## config.mk

```make
export PLATFORM = sky130hd
export DESIGN_NAME = alu_request_arbiter_flat
export DESIGN_NICKNAME = d
export VERILOG_FILES = /design/src/rtl/alu_request_arbiter_if.sv /design/src/rtl/alu_request_arbiter.sv /design/src/flat_wrapper.sv
export SDC_FILE = /design/constraint.sdc
export NUM_CORES = 1
export LEC_CHECK = 0
export BUFFER_PORTS_ARGS = -buffer_cell sky130_fd_sc_hd__buf_4
export CAP_MARGIN = 25
export CORE_ASPECT_RATIO = 0.7
export CORE_MARGIN = 4
export CORE_UTILIZATION = 46
export DETAILED_ROUTE_END_ITERATION = 16
export PLACE_DENSITY_LB_ADDON = 0.25
export SLEW_MARGIN = 15
export SYNTH_ARGS = -nofsm -noshare
export SYNTH_HDL_FRONTEND = slang
export SYNTH_SLANG_ARGS = --single-unit
```

## constraint.sdc

```tcl
create_clock -name _clock -period 3.9 [get_ports _clock]
set_clock_uncertainty 0.05 [all_clocks]
set_input_delay 0.39 -clock _clock [delete_from_list [all_inputs] [get_ports _clock]]
set_output_delay 0.39 -clock _clock [all_outputs]
set_load 0.005 [all_outputs]
```

## src/rtl/alu_request_arbiter_if.sv

```systemverilog
`default_nettype none
// ============================================================================
// Module      : alu_request_arbiter_if
// Description : Request, ALU and response bundle shared by two requesters
//               and the ALU request arbiter.
// Revision    : 1.0 - initial release
// ============================================================================
interface alu_request_arbiter_if #(
    parameter int DATA_WIDTH = 16,
    parameter int FUNC_WIDTH = 4
);
    logic [1:0]              _reqValid;
    logic [2*DATA_WIDTH-1:0] _reqValA;
    logic [2*DATA_WIDTH-1:0] _reqValB;
    logic [2*FUNC_WIDTH-1:0] _reqFunc;
    logic [1:0]              reqReady;
    logic [DATA_WIDTH-1:0]   aluValA;
    logic [DATA_WIDTH-1:0]   aluValB;
    logic [FUNC_WIDTH-1:0]   aluFunc;
    logic [DATA_WIDTH-1:0]   _aluResult;
    logic                    _aluOverflow;
    logic                    _aluCompare;
    logic [1:0]              respValid;
    logic [DATA_WIDTH-1:0]   respResult;
    logic                    respOverflow;
    logic                    respCompare;
    logic [1:0]              _respAccept;

    // Requester and ALU side of the bundle.
    modport master (
        output _reqValid, _reqValA, _reqValB, _reqFunc,
        input  reqReady,
        input  aluValA, aluValB, aluFunc,
        output _aluResult, _aluOverflow, _aluCompare,
        input  respValid, respResult, respOverflow, respCompare,
        output _respAccept
    );

    // Arbiter side of the bundle.
    modport slave (
        input  _reqValid, _reqValA, _reqValB, _reqFunc,
        output reqReady,
        output aluValA, aluValB, aluFunc,
        input  _aluResult, _aluOverflow, _aluCompare,
        output respValid, respResult, respOverflow, respCompare,
        input  _respAccept
    );
endinterface
`default_nettype wire

```

## src/rtl/alu_request_arbiter.sv

```systemverilog
`default_nettype none
// ============================================================================
// Module      : alu_request_arbiter
// Description : Round-robin sequencer sharing one combinational ALU between
//               two requesters, one operation in flight at a time.
// Revision    : 1.0 - initial release
// ============================================================================
module alu_request_arbiter #(
    parameter int DATA_WIDTH = 16,
    parameter int FUNC_WIDTH = 4
) (
    input  wire logic           _clock,
    input  wire logic           _reset,
    alu_request_arbiter_if.slave bus
);
    typedef enum logic [1:0] {
        IDLE = 2'd0,
        EXEC = 2'd1,
        RESP = 2'd2
    } state_t;

    state_t                r_state;
    logic                  r_prio;
    logic                  r_owner;
    logic [DATA_WIDTH-1:0] r_aluValA;
    logic [DATA_WIDTH-1:0] r_aluValB;
    logic [FUNC_WIDTH-1:0] r_aluFunc;
    logic [DATA_WIDTH-1:0] r_respResult;
    logic                  r_respOverflow;
    logic                  r_respCompare;
    logic [1:0]            r_respValid;

    logic [1:0]            w_grant;
    logic                  w_grantIdx;
    logic                  w_transfer;
    logic [DATA_WIDTH-1:0] w_laneA;
    logic [DATA_WIDTH-1:0] w_laneB;
    logic [FUNC_WIDTH-1:0] w_laneFunc;

    // A lone requester always wins; a tie goes to the favoured one.
    always_comb begin
        w_grant = 2'b00;
        case (bus._reqValid)
            2'b01:   w_grant = 2'b01;
            2'b10:   w_grant = 2'b10;
            2'b11:   w_grant = r_prio ? 2'b10 : 2'b01;
            default: w_grant = 2'b00;
        endcase
    end

    assign w_grantIdx   = w_grant[1];
    assign bus.reqReady = (r_state == IDLE && !_reset) ? w_grant : 2'b00;
    assign w_transfer   = |bus.reqReady;

    assign w_laneA    = w_grantIdx ? bus._reqValA[2*DATA_WIDTH-1:DATA_WIDTH]
                                   : bus._reqValA[DATA_WIDTH-1:0];
    assign w_laneB    = w_grantIdx ? bus._reqValB[2*DATA_WIDTH-1:DATA_WIDTH]
                                   : bus._reqValB[DATA_WIDTH-1:0];
    assign w_laneFunc = w_grantIdx ? bus._reqFunc[2*FUNC_WIDTH-1:FUNC_WIDTH]
                                   : bus._reqFunc[FUNC_WIDTH-1:0];

    always_ff @(posedge _clock) begin
        if (_reset) begin
            r_state        <= IDLE;
            r_prio         <= 1'b0;
            r_owner        <= 1'b0;
            r_aluValA      <= '0;
            r_aluValB      <= '0;
            r_aluFunc      <= '0;
            r_respResult   <= '0;
            r_respOverflow <= 1'b0;
            r_respCompare  <= 1'b0;
            r_respValid    <= 2'b00;
        end else begin
            case (r_state)
                IDLE: begin
                    if (w_transfer) begin
                        r_aluValA <= w_laneA;
                        r_aluValB <= w_laneB;
                        r_aluFunc <= w_laneFunc;
                        r_owner   <= w_grantIdx;
                        r_prio    <= ~w_grantIdx;
                        r_state   <= EXEC;
                    end
                end
                EXEC: begin
                    // Operands have been stable for a full cycle; sample the ALU.
                    r_respResult   <= bus._aluResult;
                    r_respOverflow <= bus._aluOverflow;
                    r_respCompare  <= bus._aluCompare;
                    r_respValid    <= r_owner ? 2'b10 : 2'b01;
                    r_state        <= RESP;
                end
                RESP: begin
                    if (bus._respAccept[r_owner]) begin
                        r_respValid <= 2'b00;
                        r_state     <= IDLE;
                    end
                end
                default: r_state <= IDLE;
            endcase
        end
    end

    assign bus.aluValA      = r_aluValA;
    assign bus.aluValB      = r_aluValB;
    assign bus.aluFunc      = r_aluFunc;
    assign bus.respValid    = r_respValid;
    assign bus.respResult   = r_respResult;
    assign bus.respOverflow = r_respOverflow;
    assign bus.respCompare  = r_respCompare;
endmodule
`default_nettype wire

```

## src/flat_wrapper.sv

```systemverilog
// flat-port wrapper written by rule: the top's interface ports become plain ports
module alu_request_arbiter_flat 
#(
    parameter int DATA_WIDTH = 16,
    parameter int FUNC_WIDTH = 4
)
  (_clock, _reset, bus__reqValid, bus__reqValA, bus__reqValB, bus__reqFunc, bus_reqReady, bus_aluValA, bus_aluValB, bus_aluFunc, bus__aluResult, bus__aluOverflow, bus__aluCompare, bus_respValid, bus_respResult, bus_respOverflow, bus_respCompare, bus__respAccept);
  alu_request_arbiter_if #(.DATA_WIDTH(DATA_WIDTH), .FUNC_WIDTH(FUNC_WIDTH)) bus_i ();
  input  wire logic _clock;
  input  wire logic _reset;
  input wire logic [$bits(bus_i._reqValid)-1:0] bus__reqValid;
  input wire logic [$bits(bus_i._reqValA)-1:0] bus__reqValA;
  input wire logic [$bits(bus_i._reqValB)-1:0] bus__reqValB;
  input wire logic [$bits(bus_i._reqFunc)-1:0] bus__reqFunc;
  output wire logic [$bits(bus_i.reqReady)-1:0] bus_reqReady;
  output wire logic [$bits(bus_i.aluValA)-1:0] bus_aluValA;
  output wire logic [$bits(bus_i.aluValB)-1:0] bus_aluValB;
  output wire logic [$bits(bus_i.aluFunc)-1:0] bus_aluFunc;
  input wire logic [$bits(bus_i._aluResult)-1:0] bus__aluResult;
  input wire logic [$bits(bus_i._aluOverflow)-1:0] bus__aluOverflow;
  input wire logic [$bits(bus_i._aluCompare)-1:0] bus__aluCompare;
  output wire logic [$bits(bus_i.respValid)-1:0] bus_respValid;
  output wire logic [$bits(bus_i.respResult)-1:0] bus_respResult;
  output wire logic [$bits(bus_i.respOverflow)-1:0] bus_respOverflow;
  output wire logic [$bits(bus_i.respCompare)-1:0] bus_respCompare;
  input wire logic [$bits(bus_i._respAccept)-1:0] bus__respAccept;
  assign bus_i._reqValid = bus__reqValid;
  assign bus_i._reqValA = bus__reqValA;
  assign bus_i._reqValB = bus__reqValB;
  assign bus_i._reqFunc = bus__reqFunc;
  assign bus_reqReady = bus_i.reqReady;
  assign bus_aluValA = bus_i.aluValA;
  assign bus_aluValB = bus_i.aluValB;
  assign bus_aluFunc = bus_i.aluFunc;
  assign bus_i._aluResult = bus__aluResult;
  assign bus_i._aluOverflow = bus__aluOverflow;
  assign bus_i._aluCompare = bus__aluCompare;
  assign bus_respValid = bus_i.respValid;
  assign bus_respResult = bus_i.respResult;
  assign bus_respOverflow = bus_i.respOverflow;
  assign bus_respCompare = bus_i.respCompare;
  assign bus_i._respAccept = bus__respAccept;
  alu_request_arbiter #(.DATA_WIDTH(DATA_WIDTH), .FUNC_WIDTH(FUNC_WIDTH)) u_core (._clock(_clock), ._reset(_reset), .bus(bus_i));
endmodule
```

Word level (Yosys, flattened, before mapping)
Index checks and enable logic that the tools add are counted.
{"block": "classes", "n_eq_ne": 7, "bitwise": 1, "reduce_logical": 8, "mux": 13, "order_cmp": 1}
{"operator": "16-bit 2-to-1 mux", "count": 2}
{"operator": "2-bit one-hot mux with 3 select lines", "count": 2}
{"operator": "2-bit 2-to-1 mux", "count": 5}
{"operator": "2-bit == test (second input constant)", "count": 3}
{"operator": "2-bit AND reduction", "count": 3}
{"operator": "2-bit by 1-bit == test with 1-bit output (second input constant)", "count": 2}
{"operator": "4-bit 2-to-1 mux", "count": 1}
{"operator": "2-bit by 1-bit inequality test with 1-bit output (second input constant)", "count": 2}
{"operator": "2-bit one-hot mux with 2 select lines", "count": 1}
{"operator": "2-bit logical NOT", "count": 1}
{"operator": "1-bit by 2-bit < comparator with 1-bit output (second input constant)", "count": 1}
{"operator": "1-bit 2-to-1 mux", "count": 2}
{"operator": "2-bit nonzero test", "count": 1}
{"operator": "2-bit OR reduction", "count": 1}
{"operator": "1-bit logical AND", "count": 1}
{"operator": "1-bit logical NOT", "count": 1}
{"operator": "1-bit inverter", "count": 1}
{"block": "word_totals", "regBits": 60, "wordCells": 40}

Logic depth before layout (Yosys ltp)
{"block": "depth", "depth_word": 6, "mapped_depth": 6}

Worst setup path after synthesis
Ideal clock, no wire load.
{"block": "synth_path", "path_type": "input-to-output", "from": "input port _reset", "to": "output port bus_reqReady[1]", "path_stages": 4, "slack_ns": 2.206, "t_arrival_ns": 1.254, "required_time_ns": 3.460, "path_cell_list": "clkbuf_1 -> or3_4 -> nor3_4 -> buf_6"}
{"block": "synth_via", "elab_chain_len": 3}
{"item": "from (decl)", "line_no": "flat_wrapper.sv:10", "text": "input wire logic _reset;"}
{"item": "1-bit logical NOT", "line_no": "alu_request_arbiter.sv:52", "text": "assign bus.reqReady = (r_state == IDLE && !_reset) ? w_grant : 2'b00;"}
{"item": "1-bit logical AND", "line_no": "alu_request_arbiter.sv:52"}
{"item": "2-bit 2-to-1 mux", "line_no": "alu_request_arbiter.sv:52"}
{"item": "to (decl)", "line_no": "flat_wrapper.sv:15", "text": "output wire logic [$bits(bus_i.reqReady)-1:0] bus_reqReady;"}
Every way passes these cells.

Worst setup path in the final report
{"block": "layout_path", "from": "register u_core.r_state[1]", "to": "output port bus_reqReady[1]"}
{"block": "layout_via", "elab_chain_len": 3}
{"item": "from (decl)", "line_no": "alu_request_arbiter.sv:22", "text": "state_t r_state;"}
{"item": "from (signal assigned)", "line_no": "alu_request_arbiter.sv:64", "text": "r_state <= IDLE;"}
{"item": "from (signal assigned)", "line_no": "alu_request_arbiter.sv:83", "text": "r_state <= EXEC;"}
{"item": "from (signal assigned)", "line_no": "alu_request_arbiter.sv:92", "text": "r_state <= RESP;"}
{"item": "2-bit logical NOT", "line_no": "alu_request_arbiter.sv:52"}
{"item": "1-bit logical AND", "line_no": "alu_request_arbiter.sv:52"}
{"item": "2-bit 2-to-1 mux", "line_no": "alu_request_arbiter.sv:52"}
Every way passes these cells.

==> metrics <==
vias about 2800; FF+latch count, synth 60; Final GP Congestion 0.764; die width 96.7 um; total wire length 8.04 mm; hold slack 233 ps; achievable clock frequency between 400 and 500 MHz; Pwr Density 428 mW/mm2; static leakage ~1.8 nW; DRT antenna net count 0; CTS buffer count 9; Area Overhead vs Synth 52.6%; final hold vios 0; Die ar. about 0.0068 mm2; die height 70.1 um; antenna diode count 0; clk slew on worst S/H paths 60 ps; DR iter-0 viols between 150 and 200; YS warnings 0; number of global-route vias before repair 2653; fraction of layout cells with a size suffix above 1 39.6%; Clock Tree Buf Depth 2; Worst Path Max Fanout 22; WP data required 3460 ps; fillers 418; status finished, final reports clean; period utilisation layout 59.7%; WL/cell roughly 16 um; Worst EP arrival 1890 ps; Post-synth ARST share 0%; startpoint type of the worst setup path flop; Worst Hold Class input pin to flop; post-CTS sizing 0; Final nets 534; number of synthesized flops with an enable pin 0; Mapped Area about 0.0025 mm2; post-route insts no fill 514; drt pass-1 iters 4; H-tree levels 3; Cells after Synth 300; post-CTS setup repair buffer count 0; cts hold-fix bufs 0; dominant synthesized flop cell dfxtp_1; Reg area 0.00120 mm2; vias per cell 5.46; unrepaired setup endpoints after global routing no; final setup fails 0; syn_area_per_cell 8.45 um2; minimum clock period approximately 2300 ps; Ports 154; footprint of the multi-input gates 0.00110 mm2; post-synth net total slightly below 400; critical path class flop to output port; Clock Tree Root clkbuf_8; setup tns final 0 ps; Placed Cells between 400 and 500; initial antenna violation count 0; measured slew at the worst slew-check pin around 750 ps; largest net degree at the start of global routing 43; Clock Latency Late Sink 330 ps; kind of end point of the critical path output port; DP Wirelength around 5.7 mm; Rows 22; post-synth cell types 28; register area share after synthesis 47.4%; gr ovfl total 0; Max rail drop VDD 0.315 mV; CTS tree built; MaxCap Viol Count 0; clk sinks 60; max-slew violations 0; Slew headroom 50.0%; Initial Util 47.9%; Port Buf Inserts 153; global-route usage over all layers 22.5%; Post-route DRC 0; core area 0.00529 mm2; first-pass GRT wire length 12.5 mm
## critical path, stage by stage (launching register included)
cell and delay (ps):
dfxtp_1 390, or3_4 550, nor3_4 190, buf_4 280, buf_4 160
## report_power, final
part	internal, mW	switching (mW)	total (mW)	leakage [nW]
combinational	0.204	0.173	0.377	1.17
sequential	0.676	0.0402	0.716	0.495
clock	0.345	0.219	0.564	0.103
total	1.22	0.432	1.66	1.77
## layout make-up
type / count / area share [%]
well taps: 72 / 2.33
clock buffers: 14 / 4.46
clock inverters: 1 / 0.776
flip-flops and latches: 60 / 31.1
repair buffers: 157 / 31.0
multi-input cells: 189 / 28.3
inverters: 21 / 2.04
## metal layers
metal	vias up	routed length, um	track usage (%)
li1	1355	-	-
met1	1289	3290	25.8
met2	149	3690	35.6
met3	16	892	11.0
met4	0	161	10.4
met5	-	0	0
## through the flow
| stage | cell area [um2] | util (%) | setup WS [ps] | power [mW] |
|---|---|---|---|---|
| finish | 3870 | 73.2 | 1570 | 1.66 |
| global route | 3870 | 73.2 | 1480 | 1.74 |
| CTS | 3870 | 73.2 | 1560 | 1.67 |
| detailed placement | 3660 | 69.3 | 1680 | 1.10 |
| global placement | 3640 | 68.8 | 1700 | 1.09 |
| floorplan | 2530 | - | 2210 | 0.903 |
## cells by family (layout without fill, tap and decap cells)
family | count (synthesis) | count (layout) | synth area share [%]
AOI/OAI and AO/OA | 66 | 66 | 17.6
buffers and inverters | 51 | 193 | 9.33
DFF | 60 | 60 | 47.4
muxes | 1 | 1 | 0.395
and+or+nand+nor | 122 | 122 | 25.2
## worst paths after layout
kind / start / end / slack [ps] / depth (start not counted)
worst min-delay path: bus__reqValA[28] / u_core.bus.aluValA[12]$_SDFFE_PP0P_ / 230 / 2
worst max register to register: u_core.r_prio$_SDFFE_PP0P_ / u_core.bus.aluValA[11]$_SDFFE_PP0P_ / 2100 / 4
worst min register to register: u_core.bus.respResult[11]$_SDFFE_PP0P_ / u_core.bus.respResult[11]$_SDFFE_PP0P_ / 400 / 2
worst max-delay path: u_core.r_state[1]$_SDFFE_PP0P_ / bus_reqReady[1] / 1570 / 4
## synth_stat cells (2+ instances only)
library cell | n | area [um2]
dfxtp_1 | 60 | 1200
a21oi_1 | 40 | 200
nand2_1 | 37 | 139
nor3_1 | 37 | 185
nor4_1 | 34 | 213
inv_1 | 21 | 78.8
a221o_1 | 19 | 190
clkbuf_1 | 14 | 52.6
buf_2 | 9 | 45.0
buf_4 | 5 | 37.5
nor2_1 | 3 | 11.3
o21ai_0 | 3 | 15.0
buf_6 | 2 | 22.5
nand2b_1 | 2 | 12.5
## placed cells by master, fill, tap and decap left out
cell type,synthesis,routed
o22ai_1,1,1
or2_0,1,1
a221o_1,19,19
a21bo_2,1,1
or3_4,1,1
nor3_4,1,1
or2_1,1,1
a21oi_1,40,40
and2b_1,1,1
inv_1,21,21
nor3_1,37,37
nand2_1,37,37
buf_4,5,156
clkbuf_8,0,12
mux2i_1,1,1
nor2_1,3,3
buf_16,0,1
nor2b_1,1,1
a211o_1,1,1
o21ai_0,3,3
nor2_4,1,1
dfxtp_1,60,60
nand2b_1,2,2
bufinv_16,0,1
nand3b_1,1,1
or3_1,1,1
a21oi_4,1,1
nor4_1,34,34
clkbuf_1,14,2
## state kept, by name, summed over array words and instances, names as in the netlist
signal	count
u_core.r_owner	1
u_core.bus.respOverflow	1
u_core.bus.respResult	16
u_core.r_prio	1
u_core.bus.aluValA	16
u_core.bus.aluFunc	4
u_core.bus.aluValB	16
u_core.r_state	2
u_core.bus.respCompare	1
u_core.bus.respValid	2
(Power assumes the default switching activity.)
